### src/rtl/inst_loader_if.sv
// Byte-stream input and instruction-RAM write port of the instruction loader.
// The loader attaches to the slave modport. The stream source and the RAM attach to the master modport.
interface inst_loader_if #(
    parameter int ADDR_W = 8
);
    logic [7:0]        in_data;
    logic              in_valid;
    logic              in_ready;
    logic              wr_en;
    logic [ADDR_W-1:0] wr_addr;
    logic [31:0]       wr_data;

    modport master (
        output in_data, in_valid,
        input  in_ready, wr_en, wr_addr, wr_data
    );

    modport slave (
        input  in_data, in_valid,
        output in_ready, wr_en, wr_addr, wr_data
    );
endinterface

### src/rtl/inst_loader.sv
// Instruction-memory loader. It assembles big-endian words from a byte stream and writes them to the RAM.
// It checks a trailing XOR checksum and holds the CPU in reset while the load is in progress.
module inst_loader #(
    parameter int ADDR_W = 8   // 1..8; the header byte carries the word count
) (
    input  logic         clk,
    input  logic         rst,
    input  logic         start,
    inst_loader_if.slave bus,
    output logic         cpu_hold,
    output logic         done,
    output logic         err
);
    typedef enum logic [2:0] {IDLE, HDR, DATA, WRITE, CSUM, DONE} state_t;

    state_t            state;
    logic [ADDR_W:0]   remain;
    logic [1:0]        bcnt;
    logic [7:0]        csum;
    logic              xfer;
    logic [ADDR_W-1:0] hdr_n;

    assign xfer  = bus.in_valid && bus.in_ready;
    assign hdr_n = bus.in_data[ADDR_W-1:0];

    always_ff @(posedge clk or posedge rst) begin
        if (rst) begin
            state        <= IDLE;
            remain       <= '0;
            bcnt         <= '0;
            csum         <= '0;
            bus.in_ready <= 1'b0;
            bus.wr_en    <= 1'b0;
            bus.wr_addr  <= '0;
            bus.wr_data  <= '0;
            cpu_hold     <= 1'b0;
            done         <= 1'b0;
            err          <= 1'b0;
        end else begin
            case (state)
                IDLE: if (start) begin
                    err          <= 1'b0;
                    cpu_hold     <= 1'b1;
                    csum         <= '0;
                    bus.in_ready <= 1'b1;
                    state        <= HDR;
                end
                HDR: if (xfer) begin
                    // A count field of zero means the full memory depth.
                    remain      <= (hdr_n == '0) ? {1'b1, {ADDR_W{1'b0}}} : {1'b0, hdr_n};
                    csum        <= csum ^ bus.in_data;
                    bus.wr_addr <= '0;
                    bcnt        <= '0;
                    state       <= DATA;
                end
                DATA: if (xfer) begin
                    bus.wr_data <= {bus.wr_data[23:0], bus.in_data};
                    csum        <= csum ^ bus.in_data;
                    bcnt        <= bcnt + 2'd1;
                    if (bcnt == 2'd3) begin
                        bus.in_ready <= 1'b0;
                        bus.wr_en    <= 1'b1;
                        state        <= WRITE;
                    end
                end
                WRITE: begin
                    bus.wr_en    <= 1'b0;
                    bus.wr_addr  <= bus.wr_addr + ADDR_W'(1);
                    remain       <= remain - (ADDR_W+1)'(1);
                    bus.in_ready <= 1'b1;
                    state        <= (remain == (ADDR_W+1)'(1)) ? CSUM : DATA;
                end
                CSUM: if (xfer) begin
                    err          <= (csum ^ bus.in_data) != 8'h00;
                    bus.in_ready <= 1'b0;
                    done         <= 1'b1;
                    state        <= DONE;
                end
                DONE: begin
                    done     <= 1'b0;
                    cpu_hold <= 1'b0;
                    state    <= IDLE;
                end
                default: state <= IDLE;
            endcase
        end
    end
endmodule

### src/flat_wrapper.sv
// flat-port wrapper written by rule: the top's interface ports become plain ports
module inst_loader_flat 
#(
    parameter int ADDR_W = 8                                                  
)
  (clk, rst, start, cpu_hold, done, err, bus_in_data, bus_in_valid, bus_in_ready, bus_wr_en, bus_wr_addr, bus_wr_data);
  inst_loader_if #(.ADDR_W(ADDR_W)) bus_i ();
  input  logic clk;
  input  logic rst;
  input  logic start;
  output logic cpu_hold;
  output logic done;
  output logic err;
  input wire logic [$bits(bus_i.in_data)-1:0] bus_in_data;
  input wire logic [$bits(bus_i.in_valid)-1:0] bus_in_valid;
  output wire logic [$bits(bus_i.in_ready)-1:0] bus_in_ready;
  output wire logic [$bits(bus_i.wr_en)-1:0] bus_wr_en;
  output wire logic [$bits(bus_i.wr_addr)-1:0] bus_wr_addr;
  output wire logic [$bits(bus_i.wr_data)-1:0] bus_wr_data;
  assign bus_i.in_data = bus_in_data;
  assign bus_i.in_valid = bus_in_valid;
  assign bus_in_ready = bus_i.in_ready;
  assign bus_wr_en = bus_i.wr_en;
  assign bus_wr_addr = bus_i.wr_addr;
  assign bus_wr_data = bus_i.wr_data;
  inst_loader #(.ADDR_W(ADDR_W)) u_core (.clk(clk), .rst(rst), .start(start), .bus(bus_i), .cpu_hold(cpu_hold), .done(done), .err(err));
endmodule
### config.mk
export PLATFORM = sky130hd
export DESIGN_NAME = inst_loader_flat
export DESIGN_NICKNAME = d
export VERILOG_FILES = /design/src/rtl/inst_loader_if.sv /design/src/rtl/inst_loader.sv /design/src/flat_wrapper.sv
export SDC_FILE = /design/constraint.sdc
export NUM_CORES = 1
export LEC_CHECK = 0
export CORE_MARGIN = 2
export CORE_UTILIZATION = 37
export DETAILED_ROUTE_END_ITERATION = 8
export GPL_ROUTABILITY_DRIVEN = 0
export PLACE_DENSITY = 0.66
export SLEW_MARGIN = 10
export SYNTH_ARGS = -nofsm -noshare
export SYNTH_HDL_FRONTEND = slang
export SYNTH_SLANG_ARGS = --single-unit
export TNS_END_PERCENT = 20
### constraint.sdc
create_clock -name clk -period 2.3 [get_ports clk]
set_clock_uncertainty 0.15 [all_clocks]
set_input_delay 0.46 -clock clk [delete_from_list [all_inputs] [get_ports clk]]
set_output_delay 0.46 -clock clk [all_outputs]
set_load 0.05 [all_outputs]
# Word-level counts from Yosys, hierarchy flattened
# Cells that the tools add are included.
# totals
word_cells,83
output_inout_bits,45
input_bits,12
ff_bits,67
# classes
eq_ne,13
bitwise_logic,1
add_sub_neg,3
n_reduce_logical,23
n_mux,32
# ops
cell,count
$pmux 8 s2,2
$mux 8,3
$mux 3,6
$mux 9,2
$pmux 9 s2,1
$pmux 3 s5,1
$reduce_bool 2->1,7
$reduce_and 3->1,4
$ne 2x1->1 const B,5
$reduce_and 5->1,2
$eq 9x1->1 const B,1
$mux 1,9
$sub 9x1->9 const B,1
$add 8x1->8 const B,1
$logic_not 8->1,1
$pmux 1 s2,4
$reduce_and 2->1,4
$reduce_bool 8->1,1
$xor 8x8->8,1
$eq 3x2->1 const B,2
$eq 3x3->1 const B,2
$mux 2,2
$pmux 1 s4,1
$pmux 2 s2,1
other kinds (8),8

# Depth between registers and ports, before layout
# Gate-level depths: netlist of run 1.
# logic_depth
depth_word,4
depth_mapped,7
depth_no_buf,6

# Worst setup path before layout of run 1
# No wires, ideal clock.
# synth_path
path_kind,register to register
start,register u_core.bus.in_ready
end,register u_core.bus.wr_data[10]
required_time_ns,2.025
period_less_slack_ns,2.083
t_arrival_ns,1.809
stages_incl_launch_ff,5
setup_time_ns,0.125
path_slack_ns,0.217
path_buffers,1
path_cell_list,dfrtp_1 > nand2_1 > nor3_2 > buf_2 > mux2_2
# synth_via
elab_chain_cells,2
# synth_lines
element,line_no,text
"start, declared",inst_loader_if.sv:20,"output in_ready, wr_en, wr_addr, wr_data"
"start signal, assigned",inst_loader.sv:32,bus.in_ready <= 1'b0;
"start signal, assigned",inst_loader.sv:45,bus.in_ready <= 1'b1;
"start signal, assigned",inst_loader.sv:61,bus.in_ready <= 1'b0;
$logic_and 1x1->1,inst_loader.sv:23,assign xfer = bus.in_valid && bus.in_ready;
$reduce_and 2->1 (no line),--,
"end signal, assigned",inst_loader.sv:57,"bus.wr_data <= {bus.wr_data[23:0], bus.in_data};"
"end, declared",inst_loader_if.sv:20,
# No other way between the ends.
# A chain may end at the register's enable or synchronous reset.

# Worst setup path after layout of run 1
# layout_path
start,register u_core.bus.wr_addr[2]
end,output bus_wr_addr[2]
# layout_rtl
element,line_no,text
"start, declared",inst_loader_if.sv:20,
"start signal, assigned",inst_loader.sv:68,bus.wr_addr <= bus.wr_addr + ADDR_W'(1);
"end, declared",flat_wrapper.sv:18,output wire logic [$bits(bus_i.wr_addr)-1:0] bus_wr_addr;
# No word-level cell between the ends.

==> results of run 1 <==
[area by class of cell]
| cell class | instances | area, um^2 |
|---|---|---|
| fill | 806 | 4350 |
| sequential | 67 | 1680 |
| multi-input combinational | 221 | 1530 |
| timing repair buffer | 69 | 706 |
| tap | 108 | 135 |
| clock buffer | 9 | 124 |
| clock inverter | 7 | 100 |
| inverter | 4 | 15.0 |
[cell usage in the layout (no fill, tap or decap), drive strengths merged, types with 5 or more instances in the layout]
master	count
dfrtp	67
clkdlybuf4s50	55
mux2	32
o21ai	29
nand2	27
nor2	21
buf	14
nand2b	11
nor3b	9
xnor2	9
clkbuf	9
a21oi	8
a31oi	8
a211o	8
nor3	6
nand3	5
inv	5
[per-layer routing]
metal  part of all wire [%]  global-route usage (%)
met5                      0                       0
met4                    1.3                    4.59
met3                    4.0                    4.37
met2                     49                    25.3
met1                     45                    20.0
[report_power, final]
part,internal [mW],leakage (nW),switching (mW)
clock,0.617,0.114,0.465
combinational,1.13,0.836,1.82
sequential,1.66,0.790,0.416
total,3.40,1.74,2.70
[how the worst max path moves through the flow]
stage	endpoint	startpoint	slack [ps]
final	bus_wr_addr[2]	u_core.bus.wr_addr[2]	80
after global routing	bus_wr_addr[3]	u_core.bus.wr_addr[3]	30
after CTS	bus_wr_addr[0]	u_core.bus.wr_addr[0]	70
after detailed placement	u_core.bus.wr_data[23]	bus_in_valid	6
after global placement	u_core.bus.wr_data[7]	bus_in_valid	70
after floorplan	u_core.bcnt[0]	rst	7
[flip-flops by register name (all words and copies together) (netlist names)]
signal,flops
u_core.bcnt,2
u_core.bus.in_ready,1
u_core.bus.wr_addr,8
u_core.bus.wr_data,32
u_core.bus.wr_en,1
u_core.cpu_hold,1
u_core.csum,8
u_core.done,1
u_core.err,1
u_core.remain,9
u_core.state,3
[per-stage QoR]
step | setup slack [ps] | area [um^2] | cells | hold WS (ps) | utilization [%]
global route | 29.3 | 4280 | 485 | 322 | 49.6
finish | 83.5 | 4280 | 485 | 277 | 49.6
floorplan | 6.84 | 3270 | 307 | 321 | -
CTS | 68.5 | 4280 | 485 | 276 | 49.6
detailed placement | 6.28 | 4060 | 469 | 311 | 47.0
global placement | 67.7 | 4060 | 469 | 315 | 47.0
[synth_stat cells (2+ instances only)]
library cell / number
dfrtp_1: 67
mux2_2: 32
o21ai_0: 28
nand2_1: 27
nor2_1: 21
nand2b_1: 11
nor3b_1: 9
xnor2_1: 9
a211o_1: 8
a21oi_1: 8
a31oi_1: 8
clkbuf_1: 8
nand3_1: 5
nor3_1: 5
buf_2: 4
ha_1: 4
inv_1: 4
nor2b_1: 4
o2bb2ai_1: 4
a2bb2oi_1: 3
buf_1: 3
nand4_1: 3
o22ai_1: 3
xor2_1: 3
a22o_1: 2
and3_1: 2
mux2i_1: 2
nand3b_1: 2
o21a_1: 2
o22a_1: 2
or3_1: 2
or4_4: 2
[cells by family after synthesis]
group                      Yosys count  synth area share (%)
and+or+nand+nor                     97                  15.4
AOI/OAI and AO/OA                   74                  14.6
DFF                                 67                  51.2
muxes                               34                  11.6
buffers and inverters               19                  2.33
xor gates and xnor gates            12                  3.21
adders and majority gates            4                  1.53
==> metrics.csv, run 1 <==
metric;value;unit
outcome;complete, no violations;
place.detailed.hpwl;5030;um
yosysSeqAreaShare;51.2;%
vias_per_cell;5.28;
ant_nets;0;
grt_pass1_wl;12100;um
synth_area_leaders;dfrtp_1 (51%), mux2_2 (11%), o21ai_0 (4.3%);
diodes;0;
post-route-period-util;96.4;%
totalPowerFinal;6.10;mW
cts_tree;yes;
peakVddDrop;0.000570;V
cts_root_buf;clkbuf_8;
detail_route.wl_per_cell;14.6;um
clockBufferDepth;2;
syn_area_per_cell;10.7;um^2
cp_data_required_time;1690;ps
synth_edf_count;0;
ys_ff_latch;67;
vias;2562;
cts.sinks;67;
start_util;37.9;%
synth_top_area_cell;dfrtp_1;
hold_viol_final;0;
drt_iter0_drc;131;
leakagePower;1.74;nW
setup_violations;0;
start_kind;flop;
cap_viol_max_count;0;
cts_made_buffers;9;
io_buffers;56;
drt_pass1_iterations;4;
syn-num-nets;323;
postCtsSetupBuffers;0;
tns;0;ps
yosys_warnings;0;
setup.worst_path.class;reg2out;
die_width;98.0;um
clk_pin_slew;80;ps
synth_cells;307;
rows;34;
netlist_area;0.00327;mm^2
clk-insertion-delay-late;340;ps
drc;0;
synth_flop_cell;dfrtp_1;
nets;388;
area_growth;30.9;%
grt_antenna_before_repair;0;
path_buf_inv;1;
drive_gt1_share;17.8;%
yosysUniqueCellTypes;42;
tightest_slew;586;ps
slowest_delay;830;ps
htree_levels;3;
path_cells;clkdlybuf4s50_1;
arrival;1610;ps
yosysTopAreaCellShare;51.2;%
relSlewSlack;60.8;%
die_h;98.0;um
grt_pass1_vias;2585;
reg2reg_slack;270;ps
gr-total-overflow;0;
postCtsResizedCells;0;
min_period;2220;ps
crit_path_end_kind;output port;
boundaryPins;57;
rsz0062_at_grt;no;
rr_worst_depth;6;
max_freq;451;MHz
crit_family;buffers and inverters;
power_density;1430;mW/mm^2
grt_max_degree;33;
r2r_start;u_core.remain[0];
die-area;0.00961;mm^2
cpMaxStageDelayCell;clkdlybuf4s50_1;
rr_endpoint;u_core.remain[6];
async_reset_ff_share;100;%
path_max_fanout;6;
drv_slew;0;
wl;7080;um
core-area;0.00864;mm^2
grt_util_all_layers;15.4;%
crit_cells;1;
cts_hold_buf;0;
hold_path_class;in2async;
No activity file was read; power rests on OpenSTA's default activity.
==> run 2: changes to the inputs <==
--- a/config.mk
+++ b/config.mk
@@ -7,6 +7,7 @@
 export LEC_CHECK = 0
 export CORE_MARGIN = 2
 export CORE_UTILIZATION = 37
+export CTS_CLUSTER_DIAMETER = 40
 export DETAILED_ROUTE_END_ITERATION = 8
 export GPL_ROUTABILITY_DRIVEN = 0
 export PLACE_DENSITY = 0.66
==> results of run 2 <==
No change in the layout: final DEF, timing and power equal those of run 1.
==> run 3: changes to the inputs <==
--- a/config.mk
+++ b/config.mk
@@ -10,6 +10,7 @@
 export CTS_CLUSTER_DIAMETER = 40
 export DETAILED_ROUTE_END_ITERATION = 8
 export GPL_ROUTABILITY_DRIVEN = 0
+export MAX_ROUTING_LAYER = met4
 export PLACE_DENSITY = 0.66
 export SLEW_MARGIN = 10
 export SYNTH_ARGS = -nofsm -noshare
==> run 3 against run 2 <==
  * Global-route usage increased by 0.42 points
  * First-iteration DRC count increased by 9.2%
  * Hold slack improved by 4.7 ps
  * Routed wire length increased by 0.14%
  * Clock power about the same
  * Final cell count unchanged
  * Worst setup slack improved by 8.6 ps
  * Largest cell class unchanged
==> metrics.csv, run 3 (synthesis results as in run 1) <==
metric;value;unit
outcome;complete, no violations;
min_period;2210;ps
wl;7090;um
cp_data_required_time;1690;ps
path_max_fanout;6;
start_kind;flop;
gr-total-overflow;0;
drv_slew;0;
place.detailed.hpwl;5030;um
max_freq;453;MHz
cts_hold_buf;0;
layoutNonFillerInstCount;485;
area_growth;30.9;%
rr_worst_depth;6;
cts_made_buffers;9;
grt_antenna_before_repair;0;
diodes;0;
cap_viol_max_count;0;
postCtsResizedCells;0;
r2r_start;u_core.remain[0];
hold_path_class;in2async;
cts_tree;yes;
drt_iter0_drc;143;
cts_root_buf;clkbuf_8;
drive_gt1_share;17.8;%
cts.sinks;67;
worstSetupStartpoint;u_core.bus.wr_addr[2];
post-route-period-util;96.0;%
regMostFlops;u_core.bus.wr_data;
peakVddDrop;0.000570;V
grt_pass1_wl;12100;um
leakagePower;1.74;nW
hold_viol_final;0;
dp.cells;469;
final_common_cell;dfrtp_1;
nets;388;
cpMaxStageDelayCell;clkdlybuf4s50_1;
vias_per_cell;5.29;
slowest_delay;830;ps
setup_violations;0;
largest_reg_flops;32;
setup.worst_path.class;reg2out;
clk-insertion-delay-late;330;ps
crit_family;buffers and inverters;
die_width;98.0;um
postCtsSetupBuffers;0;
grt_util_all_layers;15.9;%
crit_path_end_kind;output port;
rsz0062_at_grt;no;
path_cells;clkdlybuf4s50_1;
path_buf_inv;1;
htree_levels;3;
relSlewSlack;60.2;%
die_h;98.0;um
detail_route.wl_per_cell;14.6;um
clockBufferDepth;2;
die-area;0.00961;mm^2
clk_pin_slew;80;ps
io_buffers;56;
core-area;0.00864;mm^2
grt_max_degree;33;
vias;2566;
layout_common_cells;dfrtp_1 (67), clkdlybuf4s50_1 (55), mux2_2 (32), o21ai_0 (28), nand2_1 (27);
reg.largest.list;u_core.bus.wr_data x32, u_core.remain x9;
arrival;1600;ps
tns;0;ps
drt_pass1_iterations;4;
boundaryPins;57;
power_density;1420;mW/mm^2
grt_pass1_vias;2590;
drc;0;
tightest_slew;595;ps
reg2reg_slack;270;ps
fin_hold_ws;282;ps
ant_nets;0;
start_util;37.9;%
rr_endpoint;u_core.remain[6];
rows;34;
## run 3: cell counts in the layout (fill, tap and decap cells not counted)
Identical to the previous run, type by type.
## run 3: metrics by stage
stage | util, % | setup slack (ps) | power, mW | cell area, um^2
4_1_cts | 49.6 | 68.5 | 6.17 | 4280
2_1_floorplan | - | 6.84 | 4.06 | 3270
3_5_place_dp | 47.0 | 6.28 | 5.07 | 4060
3_3_place_gp | 47.0 | 67.7 | 5.00 | 4060
5_1_grt | 49.6 | 34.7 | 6.42 | 4280
6_report | 49.6 | 92.0 | 6.10 | 4280
## run 3: worst max path at each step
stage                                  end  depth (start not counted)
floorplan                   u_core.bcnt[0]                          1
global placement     u_core.bus.wr_data[7]                          5
global route                bus_wr_addr[3]                          1
CTS                         bus_wr_addr[0]                          1
finish                      bus_wr_addr[2]                          1
detailed placement  u_core.bus.wr_data[23]                          5
## run 3: where the power goes
| group | leakage (nW) | internal, mW | switching [mW] |
|---|---|---|---|
| logic | 0.836 | 1.13 | 1.82 |
| clock network | 0.114 | 0.617 | 0.463 |
| registers | 0.790 | 1.66 | 0.415 |
## run 3: area by class of cell
cell class,instances,area [um^2]
clock buffer,9,124
clock inverter,7,100
fill,806,4350
inverter,4,15.0
multi-input combinational,221,1530
sequential,67,1680
tap,108,135
timing repair buffer,69,706
## run 3: routing by layer
layer  vias to the layer above  part of all wire (%)  GRT usage (%)
met5                         -                     0              -
met4                         0                   1.6           5.88
met3                         9                   3.7           3.29
met2                        56                    49           25.3
met1                      1259                    46           20.0
li1                       1242                     -              -
